### config.mk
export PLATFORM = sky130hd
export DESIGN_NAME = lfsr_gen_flat
export DESIGN_NICKNAME = d
export VERILOG_FILES = /design/src/rtl/lfsr_pkg.sv /design/src/rtl/lfsr_gen_if.sv /design/src/rtl/lfsr_step.sv /design/src/rtl/lfsr_gen.sv /design/src/flat_wrapper.sv
export SDC_FILE = /design/constraint.sdc
export NUM_CORES = 1
export LEC_CHECK = 0
export ABC_AREA = 1
export BUFFER_PORTS_ARGS = -buffer_cell sky130_fd_sc_hd__buf_2
export CORE_UTILIZATION = 56
export DETAILED_ROUTE_END_ITERATION = 12
export HOLD_SLACK_MARGIN = 0.02
export PLACE_DENSITY_LB_ADDON = 0.1
export SETUP_SLACK_MARGIN = 0.3
export SYNTH_ARGS = -nofsm -noshare
export SYNTH_HDL_FRONTEND = slang
export SYNTH_SLANG_ARGS = --single-unit
### constraint.sdc
create_clock -name clk -period 2.2 [get_ports clk]
set_input_delay 0.44 -clock clk [delete_from_list [all_inputs] [get_ports clk]]
set_output_delay 0.44 -clock clk [all_outputs]
set_load 0.05 [all_outputs]
### src/rtl/lfsr_pkg.sv
// Shared definitions for the XNOR Fibonacci LFSR generator: width limits,
// the per-enable step limit and the maximal-length tap table.
package lfsr_pkg;

  localparam int unsigned LFSR_MIN_WID  = 3;
  localparam int unsigned LFSR_MAX_WID  = 32;
  localparam int unsigned LFSR_MAX_STEP = 8;

  // Maximal-length XNOR tap sets; tap n maps to mask bit n-1.
  function automatic logic [31:0] lfsr_taps(input int unsigned width);
    logic [31:0] mask;
    case (width)
      3:       mask = 32'h0000_0006;  // 3,2
      4:       mask = 32'h0000_000C;  // 4,3
      5:       mask = 32'h0000_0014;  // 5,3
      6:       mask = 32'h0000_0030;  // 6,5
      7:       mask = 32'h0000_0060;  // 7,6
      8:       mask = 32'h0000_00B8;  // 8,6,5,4
      9:       mask = 32'h0000_0110;  // 9,5
      10:      mask = 32'h0000_0240;  // 10,7
      11:      mask = 32'h0000_0500;  // 11,9
      12:      mask = 32'h0000_0829;  // 12,6,4,1
      13:      mask = 32'h0000_100D;  // 13,4,3,1
      14:      mask = 32'h0000_2015;  // 14,5,3,1
      15:      mask = 32'h0000_6000;  // 15,14
      16:      mask = 32'h0000_D008;  // 16,15,13,4
      17:      mask = 32'h0001_2000;  // 17,14
      18:      mask = 32'h0002_0400;  // 18,11
      19:      mask = 32'h0004_0023;  // 19,6,2,1
      20:      mask = 32'h0009_0000;  // 20,17
      21:      mask = 32'h0014_0000;  // 21,19
      22:      mask = 32'h0030_0000;  // 22,21
      23:      mask = 32'h0042_0000;  // 23,18
      24:      mask = 32'h00E1_0000;  // 24,23,22,17
      25:      mask = 32'h0120_0000;  // 25,22
      26:      mask = 32'h0200_0023;  // 26,6,2,1
      27:      mask = 32'h0400_0013;  // 27,5,2,1
      28:      mask = 32'h0900_0000;  // 28,25
      29:      mask = 32'h1400_0000;  // 29,27
      30:      mask = 32'h2000_0029;  // 30,6,4,1
      31:      mask = 32'h4800_0000;  // 31,28
      32:      mask = 32'h8020_0003;  // 32,22,2,1
      default: mask = 32'h0000_0000;
    endcase
    return mask;
  endfunction

endpackage

### src/rtl/lfsr_gen_if.sv
// Control/data bundle of the LFSR generator. The master drives enable, cycle
// perturbation and seed load; the slave (the generator) returns state and pulses.
interface lfsr_gen_if #(
  parameter int unsigned WID  = 17,
  parameter int unsigned STEP = 1
);

  logic            ce;
  logic            cyc;
  logic            ld;
  logic [WID-1:0]  seed;
  logic [WID-1:0]  o;
  logic [STEP-1:0] bits;
  logic            wrap;
  logic            lock;

  modport master (
    output ce, cyc, ld, seed,
    input  o, bits, wrap, lock
  );

  modport slave (
    input  ce, cyc, ld, seed,
    output o, bits, wrap, lock
  );

endinterface

### src/rtl/lfsr_step.sv
// One combinational XNOR Fibonacci shift: the feedback bit enters at bit 0.
module lfsr_step #(
  parameter int unsigned WID = 17
) (
  input  logic [WID-1:0] state,
  input  logic           cyc,
  input  logic [WID-1:0] taps,
  output logic [WID-1:0] nxt
);

  logic fb;

  // XNOR of the tapped bits, perturbed by cyc, shifted in at the bottom.
  always_comb begin
    fb  = ~((^(state & taps)) ^ cyc);
    nxt = {state[WID-2:0], fb};
  end

endmodule

### src/rtl/lfsr_gen.sv
// Parametrised XNOR Fibonacci LFSR with seed load, wrap pulse and STEP shifts
// per enable. Optional lock-up recovery when LFSR_LOCKUP_DETECT_EN is defined.
module lfsr_gen
  import lfsr_pkg::*;
#(
  parameter int unsigned    WID     = 17,
  parameter int unsigned    STEP    = 1,
  parameter logic [WID-1:0] RST_VAL = '0
) (
  input  logic     clk,
  input  logic     rst,
  lfsr_gen_if.slave bus
);

  // Elaboration-time parameter range checks.
  if (WID < LFSR_MIN_WID || WID > LFSR_MAX_WID) begin : g_bad_wid
    $fatal(1, "lfsr_gen: WID out of range");
  end
  if (STEP < 1 || STEP > LFSR_MAX_STEP || STEP >= WID) begin : g_bad_step
    $fatal(1, "lfsr_gen: STEP out of range");
  end
  if (&RST_VAL) begin : g_bad_rst
    $fatal(1, "lfsr_gen: RST_VAL must not be all-ones");
  end

  localparam logic [31:0]    TapsFull = lfsr_taps(WID);
  localparam logic [WID-1:0] Taps     = TapsFull[WID-1:0];

  logic [WID-1:0] state_q, state_d;
  logic [WID-1:0] start_q, start_d;
  logic           wrap_q, wrap_d;
  logic [STEP:0][WID-1:0] chain;

  assign chain[0] = state_q;

  // STEP single-shift stages chained; every stage sees the same cyc.
  for (genvar i = 0; i < STEP; i++) begin : g_step
    lfsr_step #(
      .WID (WID)
    ) u_step (
      .state (chain[i]),
      .cyc   (bus.cyc),
      .taps  (Taps),
      .nxt   (chain[i+1])
    );
  end

`ifdef LFSR_LOCKUP_DETECT_EN
  logic lock_q, lock_d;

  // Next state: load beats lock recovery, which beats a normal advance.
  always_comb begin
    state_d = state_q;
    start_d = start_q;
    wrap_d  = 1'b0;
    lock_d  = 1'b0;
    if (bus.ld) begin
      state_d = bus.seed;
      start_d = bus.seed;
    end else if (&state_q) begin
      state_d = RST_VAL;
      lock_d  = 1'b1;
    end else if (bus.ce) begin
      state_d = chain[STEP];
      wrap_d  = (chain[STEP] == start_q);
    end
  end

  // Lock pulse register.
  always_ff @(posedge clk or negedge rst) begin
    if (!rst) begin
      lock_q <= 1'b0;
    end else begin
      lock_q <= lock_d;
    end
  end

  assign bus.lock = lock_q;
`else
  // Next state: load beats a normal advance; an all-ones state stays stuck.
  always_comb begin
    state_d = state_q;
    start_d = start_q;
    wrap_d  = 1'b0;
    if (bus.ld) begin
      state_d = bus.seed;
      start_d = bus.seed;
    end else if (bus.ce) begin
      state_d = chain[STEP];
      wrap_d  = (chain[STEP] == start_q);
    end
  end

  assign bus.lock = 1'b0;
`endif

  // State, start-of-period and wrap registers.
  always_ff @(posedge clk or negedge rst) begin
    if (!rst) begin
      state_q <= RST_VAL;
      start_q <= RST_VAL;
      wrap_q  <= 1'b0;
    end else begin
      state_q <= state_d;
      start_q <= start_d;
      wrap_q  <= wrap_d;
    end
  end

  assign bus.o    = state_q;
  assign bus.bits = state_q[STEP-1:0];
  assign bus.wrap = wrap_q;

endmodule

### src/flat_wrapper.sv
// flat-port wrapper written by rule: the top's interface ports become plain ports
module lfsr_gen_flat import lfsr_pkg::*;
#(
  parameter int unsigned    WID     = 17,
  parameter int unsigned    STEP    = 1,
  parameter logic [WID-1:0] RST_VAL = '0
)
  (clk, rst, bus_ce, bus_cyc, bus_ld, bus_seed, bus_o, bus_bits, bus_wrap, bus_lock);
  lfsr_gen_if #(.WID(WID), .STEP(STEP)) bus_i ();
  input  logic clk;
  input  logic rst;
  input wire logic [$bits(bus_i.ce)-1:0] bus_ce;
  input wire logic [$bits(bus_i.cyc)-1:0] bus_cyc;
  input wire logic [$bits(bus_i.ld)-1:0] bus_ld;
  input wire logic [$bits(bus_i.seed)-1:0] bus_seed;
  output wire logic [$bits(bus_i.o)-1:0] bus_o;
  output wire logic [$bits(bus_i.bits)-1:0] bus_bits;
  output wire logic [$bits(bus_i.wrap)-1:0] bus_wrap;
  output wire logic [$bits(bus_i.lock)-1:0] bus_lock;
  assign bus_i.ce = bus_ce;
  assign bus_i.cyc = bus_cyc;
  assign bus_i.ld = bus_ld;
  assign bus_i.seed = bus_seed;
  assign bus_o = bus_i.o;
  assign bus_bits = bus_i.bits;
  assign bus_wrap = bus_i.wrap;
  assign bus_lock = bus_i.lock;
  lfsr_gen #(.WID(WID), .STEP(STEP), .RST_VAL(RST_VAL)) u_core (.clk(clk), .rst(rst), .bus(bus_i));
endmodule
[Word-level counts from Yosys, hierarchy flattened]
Cells that the tools add are included.
Widths: inputs -> output; s select.
Operators by class
  eq/ne operators: 1
  muxes and demuxes: 4
  bitwise logic cells: 2
  reduce and logical (&&, ||, !) cells: 2
Operators by type and width (count)
  $mux 17: 2
  $eq 17x17->1: 1
  $reduce_xor 17->1: 1
  $mux 1: 2
  $reduce_bool 2->1: 1
  $not 1->1: 1
  $xor 1x1->1: 1
Word-level totals
  flip-flop bits (word level): 35
  input bits: 22
  output and inout bits: 20
  logic and storage cells: 12

[Depth between registers and ports, before layout]
  depth after elaboration: 6
  gate-level depth with buffers: 8
  mapped depth without buffers: 8

[By module]
From an unflattened synthesis, not the netlist that was laid out.
Unflattened totals
  cell total of the unflattened synthesis: 335
  area, all modules: 2332.2 um^2
Modules (own cells, without submodules)
  lfsr_gen: times used 1, cells an instance 218, area an instance 1745.4 um^2, seq. area each 875.8 um^2
  lfsr_step: times used 1, cells an instance 117, area an instance 586.8 um^2, seq. area each 0.0 um^2

[Worst setup path after synthesis]
Ideal clock, no wire load.
  path kind: register to output
  from: register u_core.state_q[0] (netlist: u_core.bus.o[0])
  to: output port bus_o[0]
  arrival: 0.921 ns
  required time: 1.760 ns
  setup slack: 0.839 ns
  cell stages (with the launch flop): 2
  path buffers: 1
  cells stage by stage: dfrtp_1 buf_4
RTL lines
  start, declared: line lfsr_gen.sv:29  | logic [WID-1:0] state_q, state_d;
  start signal, assigned: line lfsr_gen.sv:104  | state_q <= state_d;
  end, declared: line flat_wrapper.sv:16  | output wire logic [$bits(bus_i.o)-1:0] bus_o;
No word-level cell between the ends.

[Worst setup path in the final report]
  from: register u_core.state_q[13] (netlist: u_core.bus.o[13])
  to: output port bus_o[13]
No word-level cell between the ends.

==> impl_metrics.ini <==
[yosys]
count_of_flip_flops_with_a_built_in_enable_after_synthesis = 0
synth.area.top_cells = dfrtp_1 (54%), nand2_1 (15%), o221ai_1 (8.1%), inv_1 (6.9%), o21ai_0 (4.0%)
synth_cell_types = 19
post-synth-top-area-fraction_pct = 54.0
synth_largest_area_cell = dfrtp_1
yosys_warning_count = 0
most_frequent_cells_after_synthesis = nand2_1 (63), dfrtp_1 (35), inv_1 (30)
synth_nets = 213
synth.most_common_cell = nand2_1
syn-mean-instance-area_sq_um = 8.50
post_synth_inst_count = 191
synthesis.area_sq_um = 1620
most_common_flop_cell_mapped_by_yosys = dfrtp_1
yosys_reg_bits = 35
postSynth.asyncResetShare_pct = 100
yosysSeqAreaShare_pct = 54.0

[clocking]
clock_tree.root_cell = clkbuf_4
cts_htree_levels = 2
insertion_delay_ns = 0.34
path_clk_slew_ns = 0.12
post_cts_buffers = 0
tritoncts_clock_tree = built
post_cts_resized = 0
cts.path.max_buffers = 2
cts.sink_count = 35
hold_buffers = 0
tritoncts.num_buffers = 5

[power_and_ir_drop]
max-vdd-ir-drop_uv = 849
cellPowerDensity_nw_per_um2 = 847
total_power_mw = 1.62
leakage_nw = 1.04

[route]
routed_wl_um = 3640
via_count = 1427
antenna_left = 0
drt-wirelength-per-cell_um = 13.8
dr.pass1.iters = 4
detail_route.iter0.violations = 49
drc = 0
post_drt_via_cell_ratio = 5.41

[cells_and_area]
footprint_of_the_multi_input_gates_sq_um = 578
antenna_cells_inserted = 0
num-nets-final = 254
syn_to_final_growth_pct = 17.7
final.fill_count = 239
drive_gt1_share_pct = 22.7
ff_latch_area_sq_um = 876

[grt]
met3_usage_pct = 5.35
groute.layer.met1.usage_pct = 36.6
grt_use_total_pct = 26.7
first_global_vias = 1362
grt_antenna_before_repair = 0
met2_usage_pct = 41.5
grt_pass1_wl_um = 6310
grt_remaining_overflow = 0
grt_start_max_net_pins = 36
global_route.peak_usage_layer = met2

[sta]
timing_worst_slew_pin_value_ns = 0.771
clock-skew-final_ns = 0.0183
unrepaired_setup_endpoints_after_global_routing = no
maxSlewHeadroom_pct = 48.6
setup_viol = 0
fin_tns_setup_ns = 0
slew_viol_final = 0
achievable-frequency_ghz = 0.673
post-route-period-util_pct = 67.5
finalCriticalPeriod_ns = 1.49
final-hold-violation-count = 0

[placed_design]
place.port_buffers = 40
place.gp.congestion = 0.876
dp.final_hpwl_um = 2600

[critical_path]
worst-endpoint-required_ns = 1.76
worst_setup_path_end_kind = output pin
cp_top_family = flip-flops
crit_arrival_ns = 1.05
r2r_path_start = u_core.bus.o[16]$_DFFE_PN0P_
ff2ff_path_depth = 7
critPathSlowestCell = dfrtp_1
critPathMaxFanout = 5
crit_type = reg -> out
crit_path_start = u_core.bus.o[13]$_DFFE_PN0P_
critical_path.cell_chain = buf_2
worst_setup_path_start_kind = flip-flop
worstPathBufferInverterCount = 1
cpPeakStageDelay_ns = 0.43
stages_on_worst_setup_path = 1

[worst_hold_path]
holdCritPathClass = in -> async

[floorplanning]
core_area_sq_um = 2760
die-area_sq_um = 3120
die_width_um = 55.8
std_cell_rows = 19
num_io_pins = 42
dieHeight_um = 55.8
initial_core_util_pct = 58.8

[run_status]
outcome = complete, no violations

[run]
max_cap_violations = 0
cell type report:
class / instances / share of cell area (%)
Multi-Input combinational cell: 116 / 30.3
Timing Repair Buffer: 41 / 10.9
Clock buffer: 6 / 2.69
Sequential cell: 35 / 45.8
Inverter: 33 / 6.48
Clock inverter: 2 / 1.83
Tap cell: 31 / 2.03
cell families after synthesis:
group                     Yosys count  synth area share [%]
AOI/OAI and AO/OA                  31                  13.5
xor gates and xnor gates            3                  1.62
buffers and inverters              40                  10.4
DFF                                35                  54.0
other                               1                 0.231
and+or+nand+nor                    81                  20.3
metrics by stage:
| stage | hold slack, ns | util, % | area (sq um) | worst slack (ns) | instances |
|---|---|---|---|---|---|
| after global routing | 0.210 | 69.3 | 1910 | 0.672 | 264 |
| after floorplan | 0.144 | - | 1620 | 0.839 | 191 |
| after global placement | 0.488 | 66.2 | 1820 | 0.783 | 256 |
| final | 0.160 | 69.3 | 1910 | 0.715 | 264 |
| after detailed placement | 0.486 | 66.2 | 1820 | 0.734 | 256 |
| after CTS | 0.176 | 69.3 | 1910 | 0.700 | 264 |
power by group:
part	switching [mW]	internal, mW
sequential	0.0443	0.704
combinational	0.278	0.103
clock	0.220	0.269
final timing paths:
path | slack (ns) | endpoint
min in group clk | 0.33 | u_core.start_q[0]$_DFFE_PN0P_
max | 0.71 | bus_o[13]
max reg2reg | 1.08 | u_core.bus.wrap$_DFF_PN0_
min reg2reg | 0.51 | u_core.start_q[9]$_DFFE_PN0P_
max in group asynchronous | 1.54 | u_core.bus.o[13]$_DFFE_PN0P_
min | 0.16 | u_core.start_q[0]$_DFFE_PN0P_
flip-flops by register name, indices dropped and copies added, names as in the netlist:
register         cells
u_core.bus.o        17
u_core.bus.wrap      1
u_core.start_q      17
layer usage:
layer	wire (um)	vias to the layer above	part of all wire, %
met5	0	-	0
met4	74	0	2.0
met3	235	7	6.5
met2	1760	52	48
met1	1570	673	43
li1	-	695	-
cell usage in the layout, fill, tap and decap left out:
| cell type | n |
|---|---|
| inv_2 | 3 |
| conb_1 | 1 |
| nand4_1 | 4 |
| o21ai_0 | 13 |
| or2_1 | 1 |
| clkinv_2 | 1 |
| o221ai_1 | 15 |
| dfrtp_1 | 35 |
| clkbuf_4 | 5 |
| buf_2 | 40 |
| nand2_1 | 63 |
| xor2_1 | 1 |
| nand3_1 | 4 |
| nor2_1 | 8 |
| clkbuf_8 | 1 |
| buf_4 | 1 |
| xnor2_1 | 2 |
| nand2_4 | 1 |
| inv_1 | 30 |
| bufinv_16 | 1 |
| o211ai_1 | 3 |
No activity file was read; power rests on OpenSTA's default activity.
